File: config.mk
export PLATFORM = sky130hd
export DESIGN_NAME = lane_deserializer_flat
export DESIGN_NICKNAME = d
export VERILOG_FILES = /design/src/rtl/lane_deserializer_if.sv /design/src/rtl/lane_deserializer.sv /design/src/flat_wrapper.sv
export SDC_FILE = /design/constraint.sdc
export NUM_CORES = 1
export LEC_CHECK = 0
export BUFFER_PORTS_ARGS = -buffer_cell sky130_fd_sc_hd__buf_4
export CAP_MARGIN = 20
export CORE_ASPECT_RATIO = 1.1
export CORE_UTILIZATION = 50
export DETAILED_ROUTE_END_ITERATION = 7
export PLACE_DENSITY = 0.77
export SLEW_MARGIN = 10
export SYNTH_ARGS = -nofsm -noshare
export SYNTH_HDL_FRONTEND = slang
export SYNTH_SLANG_ARGS = --single-unit
File: constraint.sdc
create_clock -name clk_in -period 1.92 [get_ports clk_in]
set_input_delay 0.288 -clock clk_in [delete_from_list [all_inputs] [get_ports clk_in]]
set_output_delay 0.288 -clock clk_in [all_outputs]
set_load 0.05 [all_outputs]
File: src/rtl/lane_deserializer_if.sv
// Lane-side and byte-side signal bundle for lane_deserializer.
// The master is the lane sampler that drives beats and consumes bytes;
// the slave is the deserializer itself.
interface lane_deserializer_if;
    logic       single_lane;
    logic       lane_valid;
    logic [3:0] lane_data;
    logic [7:0] byte_out;
    logic       byte_valid;
    logic       sync_seen;
    logic       locked;

    modport master (
        output single_lane,
        output lane_valid,
        output lane_data,
        input  byte_out,
        input  byte_valid,
        input  sync_seen,
        input  locked
    );

    modport slave (
        input  single_lane,
        input  lane_valid,
        input  lane_data,
        output byte_out,
        output byte_valid,
        output sync_seen,
        output locked
    );
endinterface

File: src/rtl/lane_deserializer.sv
// Rebuilds bytes from a 1-lane x 8-beat or 4-lane x 2-beat serial stream,
// MSB first. Byte alignment is found by hunting for SYNC_BYTE at every bit
// (single lane) or nibble (four lanes) offset. Once locked, one byte is
// evaluated every beats-per-byte valid beats: sync bytes pulse sync_seen,
// every other byte is presented on byte_out with a one-cycle byte_valid.
// A gap in lane_valid or a change of lane mode drops the lock.
module lane_deserializer #(
    parameter logic [7:0] SYNC_BYTE = 8'hBC
) (
    input  logic                clk_in,
    input  logic                rst_n,
    lane_deserializer_if.slave  lane_if
);

    typedef enum logic {
        HUNT   = 1'b0,
        LOCKED = 1'b1
    } state_e;

    state_e     state_q,      state_d;
    logic [7:0] shreg_q,      shreg_d;
    logic [2:0] cnt_q,        cnt_d;
    logic       mode_q,       mode_d;
    logic [7:0] byte_out_q,   byte_out_d;
    logic       byte_valid_q, byte_valid_d;
    logic       sync_seen_q,  sync_seen_d;
    logic       locked_q,     locked_d;

    logic [7:0] shreg_next;
    logic [2:0] last_beat;
    logic       lock_lost;

    // Shift-register value after absorbing this cycle's beat, in the current lane mode.
    always_comb begin
        if (lane_if.single_lane) begin
            shreg_next = {shreg_q[6:0], lane_if.lane_data[0]};
        end else begin
            shreg_next = {shreg_q[3:0], lane_if.lane_data};
        end
    end

    // Terminal beat count for the mode captured at lock entry, and the lock-loss condition.
    always_comb begin
        last_beat = mode_q ? 3'd7 : 3'd1;
        lock_lost = !lane_if.lane_valid || (lane_if.single_lane != mode_q);
    end

    // Next-state logic: alignment hunt, byte assembly and lock supervision.
    // NOTE: every signal assigned here gets a default first, so no path leaves
    // a value unassigned and no latch can be inferred.
    always_comb begin
        state_d      = state_q;
        shreg_d      = shreg_q;
        cnt_d        = cnt_q;
        mode_d       = mode_q;
        byte_out_d   = byte_out_q;
        byte_valid_d = 1'b0;
        sync_seen_d  = 1'b0;
        locked_d     = locked_q;

        unique case (state_q)
            HUNT: begin
                if (lane_if.lane_valid) begin
                    shreg_d = shreg_next;
                    if (shreg_next == SYNC_BYTE) begin
                        // Alignment found: this sync byte is consumed silently.
                        state_d  = LOCKED;
                        cnt_d    = 3'd0;
                        mode_d   = lane_if.single_lane;
                        locked_d = 1'b1;
                    end
                end
            end

            LOCKED: begin
                if (lock_lost) begin
                    // Any partial byte is discarded along with the alignment.
                    state_d  = HUNT;
                    shreg_d  = 8'h00;
                    cnt_d    = 3'd0;
                    locked_d = 1'b0;
                end else begin
                    shreg_d = shreg_next;
                    if (cnt_q == last_beat) begin
                        cnt_d = 3'd0;
                        if (shreg_next == SYNC_BYTE) begin
                            sync_seen_d = 1'b1;
                        end else begin
                            byte_out_d   = shreg_next;
                            byte_valid_d = 1'b1;
                        end
                    end else begin
                        cnt_d = cnt_q + 3'd1;
                    end
                end
            end

            default: begin
                state_d = HUNT;
            end
        endcase
    end

    // State and registered outputs.
    // NOTE: the shift register is reset along with the control state; a stale
    // partial pattern left over from before reset could otherwise complete a
    // false SYNC_BYTE match.
    // NOTE: clocked state uses non-blocking assignments only, so every flop
    // samples the pre-edge value of every other flop.
    always_ff @(posedge clk_in or negedge rst_n) begin
        if (!rst_n) begin
            state_q      <= HUNT;
            shreg_q      <= 8'h00;
            cnt_q        <= 3'd0;
            mode_q       <= 1'b0;
            byte_out_q   <= 8'h00;
            byte_valid_q <= 1'b0;
            sync_seen_q  <= 1'b0;
            locked_q     <= 1'b0;
        end else begin
            state_q      <= state_d;
            shreg_q      <= shreg_d;
            cnt_q        <= cnt_d;
            mode_q       <= mode_d;
            byte_out_q   <= byte_out_d;
            byte_valid_q <= byte_valid_d;
            sync_seen_q  <= sync_seen_d;
            locked_q     <= locked_d;
        end
    end

    assign lane_if.byte_out   = byte_out_q;
    assign lane_if.byte_valid = byte_valid_q;
    assign lane_if.sync_seen  = sync_seen_q;
    assign lane_if.locked     = locked_q;

endmodule

File: src/flat_wrapper.sv
// flat-port wrapper written by rule: the top's interface ports become plain ports
module lane_deserializer_flat 
#(
    parameter logic [7:0] SYNC_BYTE = 8'hBC
)
  (clk_in, rst_n, lane_if_single_lane, lane_if_lane_valid, lane_if_lane_data, lane_if_byte_out, lane_if_byte_valid, lane_if_sync_seen, lane_if_locked);
  lane_deserializer_if lane_if_i ();
  input  logic clk_in;
  input  logic rst_n;
  input wire logic [$bits(lane_if_i.single_lane)-1:0] lane_if_single_lane;
  input wire logic [$bits(lane_if_i.lane_valid)-1:0] lane_if_lane_valid;
  input wire logic [$bits(lane_if_i.lane_data)-1:0] lane_if_lane_data;
  output wire logic [$bits(lane_if_i.byte_out)-1:0] lane_if_byte_out;
  output wire logic [$bits(lane_if_i.byte_valid)-1:0] lane_if_byte_valid;
  output wire logic [$bits(lane_if_i.sync_seen)-1:0] lane_if_sync_seen;
  output wire logic [$bits(lane_if_i.locked)-1:0] lane_if_locked;
  assign lane_if_i.single_lane = lane_if_single_lane;
  assign lane_if_i.lane_valid = lane_if_lane_valid;
  assign lane_if_i.lane_data = lane_if_lane_data;
  assign lane_if_byte_out = lane_if_i.byte_out;
  assign lane_if_byte_valid = lane_if_i.byte_valid;
  assign lane_if_sync_seen = lane_if_i.sync_seen;
  assign lane_if_locked = lane_if_i.locked;
  lane_deserializer #(.SYNC_BYTE(SYNC_BYTE)) u_core (.clk_in(clk_in), .rst_n(rst_n), .lane_if(lane_if_i));
endmodule
After elaboration in Yosys (flattened, before gate mapping)
Index checks and enable logic that the tools add are counted.

Flip-flop bits (word level): 23. Output and inout port bits: 11. Logic and storage cells: 49. Input bits: 8.

Eq/ne operators: 6. Bitwise operators: 3. Add/sub/neg operators: 1. Reduce and logical (&&, ||, !) cells: 6. Muxes and demuxes: 25.

Operators by type and width (number): $mux 3 (5); $mux 7 (2); $pmux 7 s2 (1); $mux 1 (13); $eq 8x8->1 const B (1); $mux 8 (1); $pmux 3 s2 (1); $reduce_and 3->1 (2); $ne 2x2->1 const B (2); $pmux 1 s2 (2); $reduce_and 4->1 (1); $add 3x1->3 const B (1); $eq 3x3->1 (1); $not 1->1 (3); $ne 2x1->1 const B (1); $reduce_and 2->1 (1); $logic_not 1->1 (1); $logic_or 1x1->1 (1); $ne 1x1->1 (1).

Longest topological paths before layout
Depth after elaboration: 6. Mapped depth: 5. Depth with buffers taken out: 4.

Least setup slack after synthesis
Ideal clock, no wire load.

Kind: reg2reg. Start point: register u_core.mode_q. End point: register u_core.byte_out_q[4] (netlist: u_core.lane_if.byte_out[4]). Required time: 1795 ps. Clock period less this slack: 1660 ps. Path slack: 260 ps. Cell stages (with the launch flop): 5. Library setup time: 125 ps. Buffers on the path: 0. Arrival: 1535 ps. Cell sequence: dfrtp_1 > nor4b_2 > o2111ai_2 > a21oi_4 > mux2_2.

Longest elaborated chain between the ends: 4. Elaborated cells between the ends (all ways): 6. Those cells by class: eq/ne (2); mux (1); bitwise (1); reduce/logical (2).

RTL lines: start: declaration (line lane_deserializer.sv:23) `logic mode_q, mode_d;`; start signal: assignment (line lane_deserializer.sv:124) `mode_q <= mode_d;`; branches (longest 3 deep; another with $mux 3); $reduce_and 4->1 (no source line) (*); end signal: assignment (line lane_deserializer.sv:125) `byte_out_q <= byte_out_d;`; end: declaration (line lane_deserializer.sv:24) `logic [7:0] byte_out_q, byte_out_d;`.

Every way passes the cells marked *. A chain may end at the register's enable or synchronous reset.

Final worst setup path
Start point: register u_core.mode_q. End point: register u_core.byte_out_q[6] (netlist: u_core.lane_if.byte_out[6]).

Same word-level chain as after synthesis.

==> results.json <==
{
  "finish.utilization_pct": 64.6,
  "power.leakage_uw": 0.000650,
  "power.ir.vdd_worst_mv": 0.399,
  "synthesis.yosys.warnings": 0,
  "max_slew_headroom_pct": 69.8,
  "netlist_instances": 93,
  "met1Wirelength_um": 889,
  "power.density_nw_per_um2": 669,
  "path_max_fanout": 8,
  "yosys.area.top_type": "sky130_fd_sc_hd__dfrtp_1",
  "path_buf_inv": 0,
  "cts.clk_slew.worst_paths_ns": 0.13,
  "timing.fmax_mhz": 566,
  "drv_slew": 0,
  "min_period_ns": 1.77,
  "drt-wirelength-per-cell_um": 14.6,
  "finalSetupTns_ns": 0,
  "first_iter_violations": 15,
  "via_count_of_the_first_global_routing_pass": 851,
  "num_io_pins": 19,
  "setup_repair_after_global_routing_missed_its_margin": "false",
  "die_height_um": 51.6,
  "num_antenna_cells": 0,
  "post_synth_main_area_contributors": "sky130_fd_sc_hd__dfrtp_1, sky130_fd_sc_hd__mux2_2, sky130_fd_sc_hd__mux2i_1",
  "clock_buffers_created_by_tritoncts": 3,
  "max-cap-violations": 0,
  "grt_antenna_before_repair": 0,
  "met2WireLength_mm": 1.11,
  "die_area_um2": 2430,
  "cts_tree": "built",
  "mean_cell_area_of_the_mapped_netlist_um2": 12.0,
  "buffer_ports.inserted": 18,
  "grt_pass1_wl_mm": 3.46,
  "totalWireLength_mm": 2.13,
  "place_congestion": 0.794,
  "post_dp_cell_area_um2": 1280,
  "grt_overflow_total": 0,
  "dpl.cell_count": 139,
  "critical_path_required_ns": 2.13,
  "run_status": "finished, final reports clean",
  "core-area_um2": 2060,
  "worstSetupEndpointType": "flop",
  "seq_area_frac_synth_pct": 51.6,
  "initial_utilization_pct": 54.1,
  "layout-area-overhead-vs-synth_pct": 19.5,
  "setup_viol": 0,
  "final-hold-violation-count": 0,
  "post_route_cells_drive_above_1_share_pct": 34.7,
  "netlist.area_leader.share_pct": 51.6,
  "cts-htree-levels": 1,
  "cpPeakStageDelay_ns": 0.45,
  "critPathArrivalTime_ns": 1.97,
  "die_width_um": 47.0,
  "met3_length_um": 71,
  "actual_slew_at_the_worst_max_slew_pin_ns": 0.451,
  "detailed_place_hpwl_mm": 1.56,
  "critical_path.top_delay_family": "compound AO/OA/AOI/OAI gates",
  "drc_violations_left": 0,
  "grt_max_degree": 24,
  "min_path_type": "in2reg",
  "synth.cell_area_um2": 1120,
  "cp_slowest_cell": "sky130_fd_sc_hd__dfrtp_1",
  "insertion_delay_ns": 0.31,
  "net_count_of_the_mapped_netlist": 102,
  "period_share_pct": 92.0,
  "yosys_register_bits": 23,
  "cts.path.max_buffers": 2,
  "grt_usage_pct": 21.1,
  "dr.pass1.iters": 4,
  "nNetsFinal": 128,
  "final_area_um2": 1330,
  "timing_worst_setup_path_type": "reg2reg",
  "cts_root_buffer": "sky130_fd_sc_hd__clkbuf_4",
  "critical_path.startpoint_type": "flop",
  "highest-signal-layer": "met4",
  "core.rowCount": 17,
  "stdcell_count": 146,
  "synthDistinctLibCells": 31,
  "clock-sinks": 23,
  "cp_cell_sequence": "nor4b_2 -> o2111ai_2 -> a21oi_4 -> mux2_2",
  "clock_skew_ns": 0.00577,
  "vias_per_cell": 5.70,
  "vias": 832,
  "layout.filler_cells": 184,
  "antenna_violating_nets_post_route": 0
}
==> worst register-to-register path: stages (launching register included) <==
cell and delay (ns):
sky130_fd_sc_hd__dfrtp_1 0.45, sky130_fd_sc_hd__nor4b_2 0.35, sky130_fd_sc_hd__o2111ai_2 0.21, sky130_fd_sc_hd__a21oi_4 0.29
sky130_fd_sc_hd__mux2_2 0.37
==> cell usage in the layout (no fill, tap or decap), types with 2 or more instances in the layout <==
cell type                   count
sky130_fd_sc_hd__nand3_1        3
sky130_fd_sc_hd__mux2i_1        5
sky130_fd_sc_hd__o21ai_0        5
sky130_fd_sc_hd__inv_1          5
sky130_fd_sc_hd__nand2b_1       3
sky130_fd_sc_hd__and3_1         2
sky130_fd_sc_hd__o22ai_1        2
sky130_fd_sc_hd__buf_4         21
sky130_fd_sc_hd__mux2_2         9
sky130_fd_sc_hd__nand2_1       13
sky130_fd_sc_hd__a2bb2oi_1      2
sky130_fd_sc_hd__nor2_1         2
sky130_fd_sc_hd__clkbuf_4       3
sky130_fd_sc_hd__dfrtp_1       23
==> final cells by class <==
cell class | count | area (um^2) | area share (%)
tap | 28 | 35.0 | 2.63
clock buffer | 4 | 26.3 | 1.97
inverter | 5 | 18.8 | 1.41
sequential | 23 | 576 | 43.2
multi-input combinational | 64 | 510 | 38.3
timing repair buffer | 22 | 168 | 12.6
==> logic make-up (layout without fill, tap and decap cells) <==
kind of cell / Yosys count / in the layout / share of synthesized area [%]
simple gates: 33 / 33 / 17.5
flops: 23 / 23 / 51.6
compound gates: 14 / 14 / 11.3
mux: 14 / 14 / 13.6
buf+inv: 6 / 31 / 2.69
xor+xnor: 2 / 2 / 2.24
fa+ha+maj: 1 / 1 / 1.12
==> cell usage after synthesis (all sizes together) <==
cell type,number
a21oi,1
a22oi,1
a2bb2oi,2
a32o,1
and3,2
and4,1
buf,1
dfrtp,23
ha,1
inv,5
mux2,9
mux2i,5
nand2,13
nand2b,3
nand3,3
nand3b,1
nand4,1
nand4b,1
nand4bb,1
nor2,2
nor2b,1
nor3b,1
nor4b,1
o2111ai,1
o21ai,5
o22ai,2
o32ai,1
or2,1
or3b,1
xnor2,2
==> power breakdown <==
| part | internal, uW | switching, uW | total [uW] |
|---|---|---|---|
| clock network | 81.2 | 145 | 226 |
| logic | 59.6 | 65.3 | 125 |
| registers | 512 | 30.2 | 542 |
| total | 653 | 240 | 893 |
==> layer usage <==
metal / vias up / GRT usage (%)
met4: 0 / 13.3
li1: 392 / -
met2: 16 / 36.3
met1: 420 / 21.4
met5: - / 0
met3: 4 / 5.90
==> repair_timing <==
action                                  CTS  global route
hold endpoints to repair                 23             0
hold buffers                              1             0
endpoints found under the setup margin    0             3
gates resized for setup                   0             0
buffers inserted                          0             2
==> state kept, by name, summed over array words and instances, names as in the netlist <==
register and count:
u_core.cnt_q 3, u_core.lane_if.byte_out 8, u_core.lane_if.byte_valid 1, u_core.lane_if.locked 1, u_core.lane_if.sync_seen 1, u_core.mode_q 1, u_core.shreg_q 7, u_core.state_q 1
==> stage by stage <==
step / hold slack, ns / setup WS (ns) / total power (uW)
2_1_floorplan: -0.00759 / 0.260 / 627
3_3_place_gp: 0.194 / 0.123 / 670
3_5_place_dp: 0.197 / 0.0857 / 675
4_1_cts: 0.259 / 0.0841 / 899
5_1_grt: 0.266 / 0.0428 / 931
6_report: 0.258 / 0.154 / 893
==> final timing paths <==
| kind | slack (ns) | start | end | cells past startpoint |
|---|---|---|---|---|
| worst max-delay path | 0.15 | u_core.mode_q | u_core.lane_if.byte_out[6] | 4 |
| worst min-delay path | 0.26 | lane_if_lane_valid | u_core.lane_if.locked | 3 |
| worst max register to register | 0.15 | u_core.mode_q | u_core.lane_if.byte_out[6] | 4 |
| worst min register to register | 0.53 | u_core.lane_if.byte_out[4] | u_core.lane_if.byte_out[4] | 1 |
| max in group asynchronous | 1.31 | rst_n | u_core.cnt_q[1] | 2 |
| min in group asynchronous | 0.38 | rst_n | u_core.lane_if.byte_out[1] | 2 |
No activity file was read; power rests on OpenSTA's default activity.
